**src/rtl/cordic_scheduler.sv**
```systemverilog
// Two-requester front end for a shared, fully pipelined CORDIC. The mode is locked per
// batch, with a drain before each switch, and results return through credit-reserved FIFOs.
module cordic_scheduler #(
  parameter int PIPE_LATENCY = 29,
  parameter int FIFO_DEPTH   = 4
) (
  input  logic        clock,
  input  logic        reset,
  input  logic [1:0]  in_valid,
  output logic [1:0]  in_ready,
  input  logic [63:0] in_x,
  input  logic [63:0] in_y,
  input  logic [63:0] in_angle,
  input  logic [3:0]  in_mode,
  output logic [1:0]  out_valid,
  input  logic [1:0]  out_ready,
  output logic [63:0] out_x,
  output logic [63:0] out_y,
  output logic [63:0] out_angle,
  output logic [31:0] cordic_x,
  output logic [31:0] cordic_y,
  output logic [31:0] cordic_angle,
  output logic [1:0]  cordic_mode,
  input  logic [31:0] cordic_rx,
  input  logic [31:0] cordic_ry,
  input  logic [31:0] cordic_rangle,
  output logic        busy
);
  localparam int CW = $clog2(FIFO_DEPTH + PIPE_LATENCY) + 1;
  localparam int AW = $clog2(FIFO_DEPTH);
  localparam logic [CW-1:0] DEPTH_C = CW'(FIFO_DEPTH);

  typedef enum logic [1:0] {IDLE, RUN, DRAIN} state_t;

  state_t                         r_state, w_state_nxt;
  logic                           r_rr, w_rr_nxt;
  logic [1:0]                     r_cur_mode, w_cur_mode_nxt;
  logic [1:0]                     r_next_mode, w_next_mode_nxt;
  logic [1:0][CW-1:0]             r_fcnt, r_infl;
  logic [1:0][FIFO_DEPTH-1:0][95:0] r_mem;
  logic [1:0][AW-1:0]             r_wp, r_rp;
  logic [PIPE_LATENCY-1:0]        r_vld_pipe, r_own_pipe;
  logic [1:0]                     w_elig, w_grant, w_wb, w_pop;
  logic                           w_prio, w_gsel, w_issue;
  logic [1:0]                     w_prio_mode;
  logic [CW:0]                    w_infl_total;

  // Credit covers both queued results and ops still in the pipe, so a writeback always has room.
  always_comb begin
    for (int r = 0; r < 2; r++) begin
      w_elig[r] = in_valid[r] && (in_mode[2*r +: 2] == r_cur_mode)
                  && ((r_fcnt[r] + r_infl[r]) < DEPTH_C);
      w_wb[r]   = r_vld_pipe[PIPE_LATENCY-1] && (r_own_pipe[PIPE_LATENCY-1] == 1'(r));
    end
  end

  assign w_prio       = in_valid[r_rr] ? r_rr : ~r_rr;
  assign w_prio_mode  = w_prio ? in_mode[3:2] : in_mode[1:0];
  assign w_infl_total = {1'b0, r_infl[0]} + {1'b0, r_infl[1]};

  always_comb begin
    w_state_nxt     = r_state;
    w_rr_nxt        = r_rr;
    w_cur_mode_nxt  = r_cur_mode;
    w_next_mode_nxt = r_next_mode;
    w_grant         = 2'b00;
    case (r_state)
      IDLE: if (|in_valid) begin
        w_cur_mode_nxt = w_prio_mode;
        w_state_nxt    = RUN;
      end
      RUN: begin
        if (in_valid[w_prio] && (w_prio_mode != r_cur_mode)) begin
          w_next_mode_nxt = w_prio_mode;
          w_state_nxt     = DRAIN;
        end else if (w_elig[r_rr]) begin
          w_grant[r_rr] = 1'b1;
          w_rr_nxt      = ~r_rr;
        end else if (w_elig[~r_rr]) begin
          w_grant[~r_rr] = 1'b1;
          w_rr_nxt       = r_rr;
        end else if ((in_valid == 2'b00) && (w_infl_total == '0)) begin
          w_state_nxt = IDLE;
        end
      end
      DRAIN: if (w_infl_total == '0) begin
        w_cur_mode_nxt = r_next_mode;
        w_state_nxt    = RUN;
      end
      default: w_state_nxt = IDLE;
    endcase
  end

  assign in_ready    = w_grant;
  assign w_issue     = |w_grant;
  assign w_gsel      = w_grant[1];
  assign cordic_mode = r_cur_mode;
  assign busy        = (r_state != IDLE) || (w_infl_total != '0);

  always_ff @(posedge clock or posedge reset) begin
    if (reset) begin
      r_state      <= IDLE;
      r_rr         <= 1'b0;
      r_cur_mode   <= 2'b10;
      r_next_mode  <= 2'b10;
      cordic_x     <= '0;
      cordic_y     <= '0;
      cordic_angle <= '0;
      r_vld_pipe   <= '0;
      r_own_pipe   <= '0;
    end else begin
      r_state      <= w_state_nxt;
      r_rr         <= w_rr_nxt;
      r_cur_mode   <= w_cur_mode_nxt;
      r_next_mode  <= w_next_mode_nxt;
      cordic_x     <= w_issue ? (w_gsel ? in_x[63:32]     : in_x[31:0])     : '0;
      cordic_y     <= w_issue ? (w_gsel ? in_y[63:32]     : in_y[31:0])     : '0;
      cordic_angle <= w_issue ? (w_gsel ? in_angle[63:32] : in_angle[31:0]) : '0;
      r_vld_pipe   <= {r_vld_pipe[PIPE_LATENCY-2:0], w_issue};
      r_own_pipe   <= {r_own_pipe[PIPE_LATENCY-2:0], w_gsel};
    end
  end

  always_ff @(posedge clock or posedge reset) begin
    if (reset) begin
      r_fcnt <= '0;
      r_infl <= '0;
      r_mem  <= '0;
      r_wp   <= '0;
      r_rp   <= '0;
    end else begin
      for (int r = 0; r < 2; r++) begin
        r_infl[r] <= r_infl[r] + CW'(w_grant[r]) - CW'(w_wb[r]);
        r_fcnt[r] <= r_fcnt[r] + CW'(w_wb[r]) - CW'(w_pop[r]);
        if (w_wb[r]) begin
          r_mem[r][r_wp[r]] <= {cordic_rx, cordic_ry, cordic_rangle};
          r_wp[r]           <= r_wp[r] + AW'(1);
        end
        if (w_pop[r]) r_rp[r] <= r_rp[r] + AW'(1);
      end
    end
  end

  // Head data is zeroed while empty so stale entries never leak onto the outputs.
  always_comb begin
    out_x     = '0;
    out_y     = '0;
    out_angle = '0;
    for (int r = 0; r < 2; r++) begin
      out_valid[r] = (r_fcnt[r] != '0);
      w_pop[r]     = out_valid[r] && out_ready[r];
      if (out_valid[r])
        {out_x[32*r +: 32], out_y[32*r +: 32], out_angle[32*r +: 32]} = r_mem[r][r_rp[r]];
    end
  end

  for (genvar g = 0; g < 2; g++) begin : g_chk
    a_no_overflow: assert property (@(posedge clock) disable iff (reset)
      w_wb[g] |-> (r_fcnt[g] < DEPTH_C));
  end
endmodule

```
**config.mk**
```make
export PLATFORM = sky130hd
export DESIGN_NAME = cordic_scheduler
export DESIGN_NICKNAME = d
export VERILOG_FILES = /design/src/rtl/cordic_scheduler.sv
export SDC_FILE = /design/constraint.sdc
export NUM_CORES = 2
export LEC_CHECK = 0
export BUFFER_PORTS_ARGS = -buffer_cell sky130_fd_sc_hd__buf_2
export CORE_MARGIN = 3
export CORE_UTILIZATION = 45
export CTS_BUF_LIST = sky130_fd_sc_hd__clkbuf_8
export DETAILED_ROUTE_END_ITERATION = 10
export PLACE_DENSITY = 0.74
export RECOVER_POWER = 50
export SYNTH_ARGS = -nofsm -noshare
export SYNTH_HDL_FRONTEND = slang
export SYNTH_SLANG_ARGS = --single-unit
```
**constraint.sdc**
```tcl
create_clock -name clock -period 48.5 [get_ports clock]
set_input_delay 4.85 -clock clock [delete_from_list [all_inputs] [get_ports clock]]
set_output_delay 4.85 -clock clock [all_outputs]
set_load 0.01 [all_outputs]
```
==> impl_metrics.json <==
{
  "placed_area_sq_um": 48600,
  "maxCapViolCount": 3,
  "tritoncts": "built",
  "num_io_pins": 593,
  "worst_slew_pin_slew_ps": 9410,
  "vias": 29400,
  "drcViolationCount": 0,
  "synthCells": 3167,
  "grt_overflow": 0,
  "drive_gt1_frac": 0.461,
  "vias_per_cell": 5.75,
  "antenna_found_initial": 21,
  "p_seq_frac": 0.356,
  "p_sw_frac": 0.374,
  "synthFlopType": "dfrtp_1",
  "start_util": 0.458,
  "cts_sinks": 965,
  "core_sq_um": 97600,
  "fillers": 8230,
  "clock_tree.buffer_depth": 3,
  "min_path_cells": 0,
  "multi_input_area_sq_um": 19400,
  "post-cts-setup-buffers": 0,
  "min_period_ps": 16880,
  "ys_top_cells_by_area": "dfrtp_1 (54%), mux2_2 (20%), mux4_2 (9.7%)",
  "vdd_drop_max_v": 0.0000756,
  "clk_latency_ps": 850,
  "die_w_um": 321,
  "p_leak_nw": 23.6,
  "syn_to_final_growth_pct": 16.1,
  "cts.htree.levels": 4,
  "p_total_mw": 2.67,
  "die_area_sq_um": 103000,
  "wl_mm": 118,
  "final_common_cell": "dfrtp_1",
  "postRouteAntennaNets": 0,
  "final_cell_area_sq_um": 51800,
  "worstHoldStart": "r_own_pipe[9]",
  "dpl.hpwl_mm": 72.1,
  "finalSetupViolCount": 0,
  "period_share": 0.348,
  "netlist_area_sq_um": 44600,
  "setup_tns_ps": 0,
  "cp-start-kind": "input pin",
  "syn_nets": 3527,
  "r2r-end": "r_infl[6]",
  "die_y_um": 321,
  "routedWlPerCell_um": 23.1,
  "reg2reg_from": "r_fcnt[8]",
  "violations": "capacitance limit, slew limit",
  "firstDrtPassIters": 7,
  "grt_pass1_vias": 30600,
  "switchingPower_uw": 999,
  "p_int_mw": 1.67,
  "r2r_setup_slack_ps": 43880,
  "syn_area_per_cell_sq_um": 14.1,
  "fin_nets": 4056,
  "power.share.combinational": 0.373,
  "yosysUniqueCellTypes": 45,
  "clk_pin_slew_worst_paths_ps": 60,
  "worst_ep_arrival_time_ps": 14040,
  "clock.fmax_mhz": 59.2,
  "rsz0062_at_grt": "no",
  "layout_common_cells": "dfrtp_1 (959), mux2_2 (774), buf_2 (494)",
  "crit_type": "input pin to asynchronous set/reset pin",
  "layout_setup_ws_ps": 31620,
  "slew_headroom": -5.27,
  "status": "finished with violations",
  "synth-seq-cells": 965,
  "hold_violations": 0,
  "synth_top_cell_area_share": 0.540,
  "cts_made_buffers": 163,
  "grt_use_total": 0.230,
  "grt_max_degree": 198,
  "power_density_nw_per_um2": 51.5,
  "power_frac_clock": 0.271,
  "drtIter0Drc": 2054,
  "yosysWarnings": 0,
  "min_to": "r_own_pipe[10]",
  "maxSlewViolCount": 334,
  "cts_resized": 0,
  "ctsHoldBuffers": 0,
  "hold_path_class": "flop to flop",
  "globalplace.congestion": 0.936,
  "seq_area_frac_synth": 0.541,
  "row_count": 114,
  "synthArstFlopShare": 1.00,
  "fin_cells": 5114,
  "portBuffers": 592,
  "seq_area_sq_um": 24200,
  "end_kind": "asynchronous set/reset pin",
  "dpl.cell_count": 4807,
  "synth_edf_count": 0,
  "rr_worst_depth": 17,
  "synth_top_area_cell": "dfrtp_1",
  "critical_path_required_ps": 45660,
  "grt_pass1_wl_mm": 183,
  "path_max_fanout": 180,
  "root_buffer": "clkbuf_8",
  "fin_skew_ps": 41.0,
  "dp_slack_ps": 36400
}
metal layers:
metal	global-route usage	vias to the layer above	part of all wire
met5	0	-	0.00042
met4	0.0960	6	0.035
met3	0.0547	244	0.060
met2	0.377	982	0.49
met1	0.293	15300	0.41
li1	-	12800	-
cell type report:
class / instances / share of cell area
Sequential cell: 965 / 0.466
Multi-Input combinational cell: 1872 / 0.373
Timing Repair Buffer: 634 / 0.0609
Clock buffer: 201 / 0.0534
Tap cell: 1276 / 0.0308
Clock inverter: 87 / 0.00971
Inverter: 60 / 0.00437
Antenna cell: 19 / 0.000918
metrics by stage:
stage	hold WS, ps	utilization
after global placement	332	0.499
after detailed placement	335	0.499
after CTS	348	0.532
after floorplan	331	-
after global routing	352	0.531
final	345	0.531
worst max-delay path: stages:
cell	delay (ps)
buf_2	100
clkinvlp_2	2250
clkbuf_1	6640
cell families (layout without fill, tap and decap cells):
family | after synthesis | count (layout) | synth area share
xor gates and xnor gates | 42 | 42 | 0.00824
other | 0 | 19 | 0
AOI/OAI and AO/OA | 156 | 156 | 0.0224
and+or+nand+nor | 643 | 643 | 0.0883
muxes | 969 | 969 | 0.293
adders and majority gates | 62 | 62 | 0.0182
DFF | 965 | 965 | 0.541
buffers and inverters | 330 | 982 | 0.0290
power groups by stage:
| stage | logic [mW] | registers (mW) | clock network (mW) |
|---|---|---|---|
| after floorplan | 0.714 | 0.916 | 0 |
| after global placement | 0.989 | 0.961 | 0 |
| after CTS | 0.999 | 0.950 | 0.745 |
| after global routing | 1.08 | 0.959 | 0.783 |
| final | 0.996 | 0.949 | 0.722 |
| after detailed placement | 0.996 | 0.964 | 0 |
flip-flops by register name, summed over array words and instances (netlist names), 14 cells and up:
register / count
cordic_angle: 32
r_vld_pipe: 29
cordic_x: 32
r_mem: 768
r_own_pipe: 29
r_fcnt: 14
cordic_y: 32
r_infl: 14
how the worst max path moves through the flow:
stage                      from  cells past startpoint              end
finish                    reset                      3          r_rp[3]
global route              reset                      3          r_rp[2]
CTS                 in_valid[1]                      9      in_ready[0]
detailed placement  in_valid[1]                      9      in_ready[0]
global placement    in_valid[1]                      9      in_ready[0]
floorplan                 reset                      1  cordic_angle[0]
Yosys cell counts (2+ instances only):
master and count:
nor2b_1 2, inv_1 59, xor2_1 8, mux2_2 774, and2_1 195, and3_1 193
nand4_1 194, mux2i_1 2, nand2b_1 6, o21ai_0 6, buf_2 39, o22ai_1 97
nor4b_1 2, a21oi_1 23, dfstp_2 2, clkbuf_1 174, buf_1 55, nand2_1 23
a31oi_1 2, ha_1 57, buf_4 2, xnor2_1 34, and4_1 2, fa_1 5
nor2_1 10, o21bai_1 9, dfrtp_1 963, nor3_1 5, a211oi_1 4, a21o_1 8
mux4_2 192, nand3_1 7
Note: power is estimated with default switching activity, not from simulation.
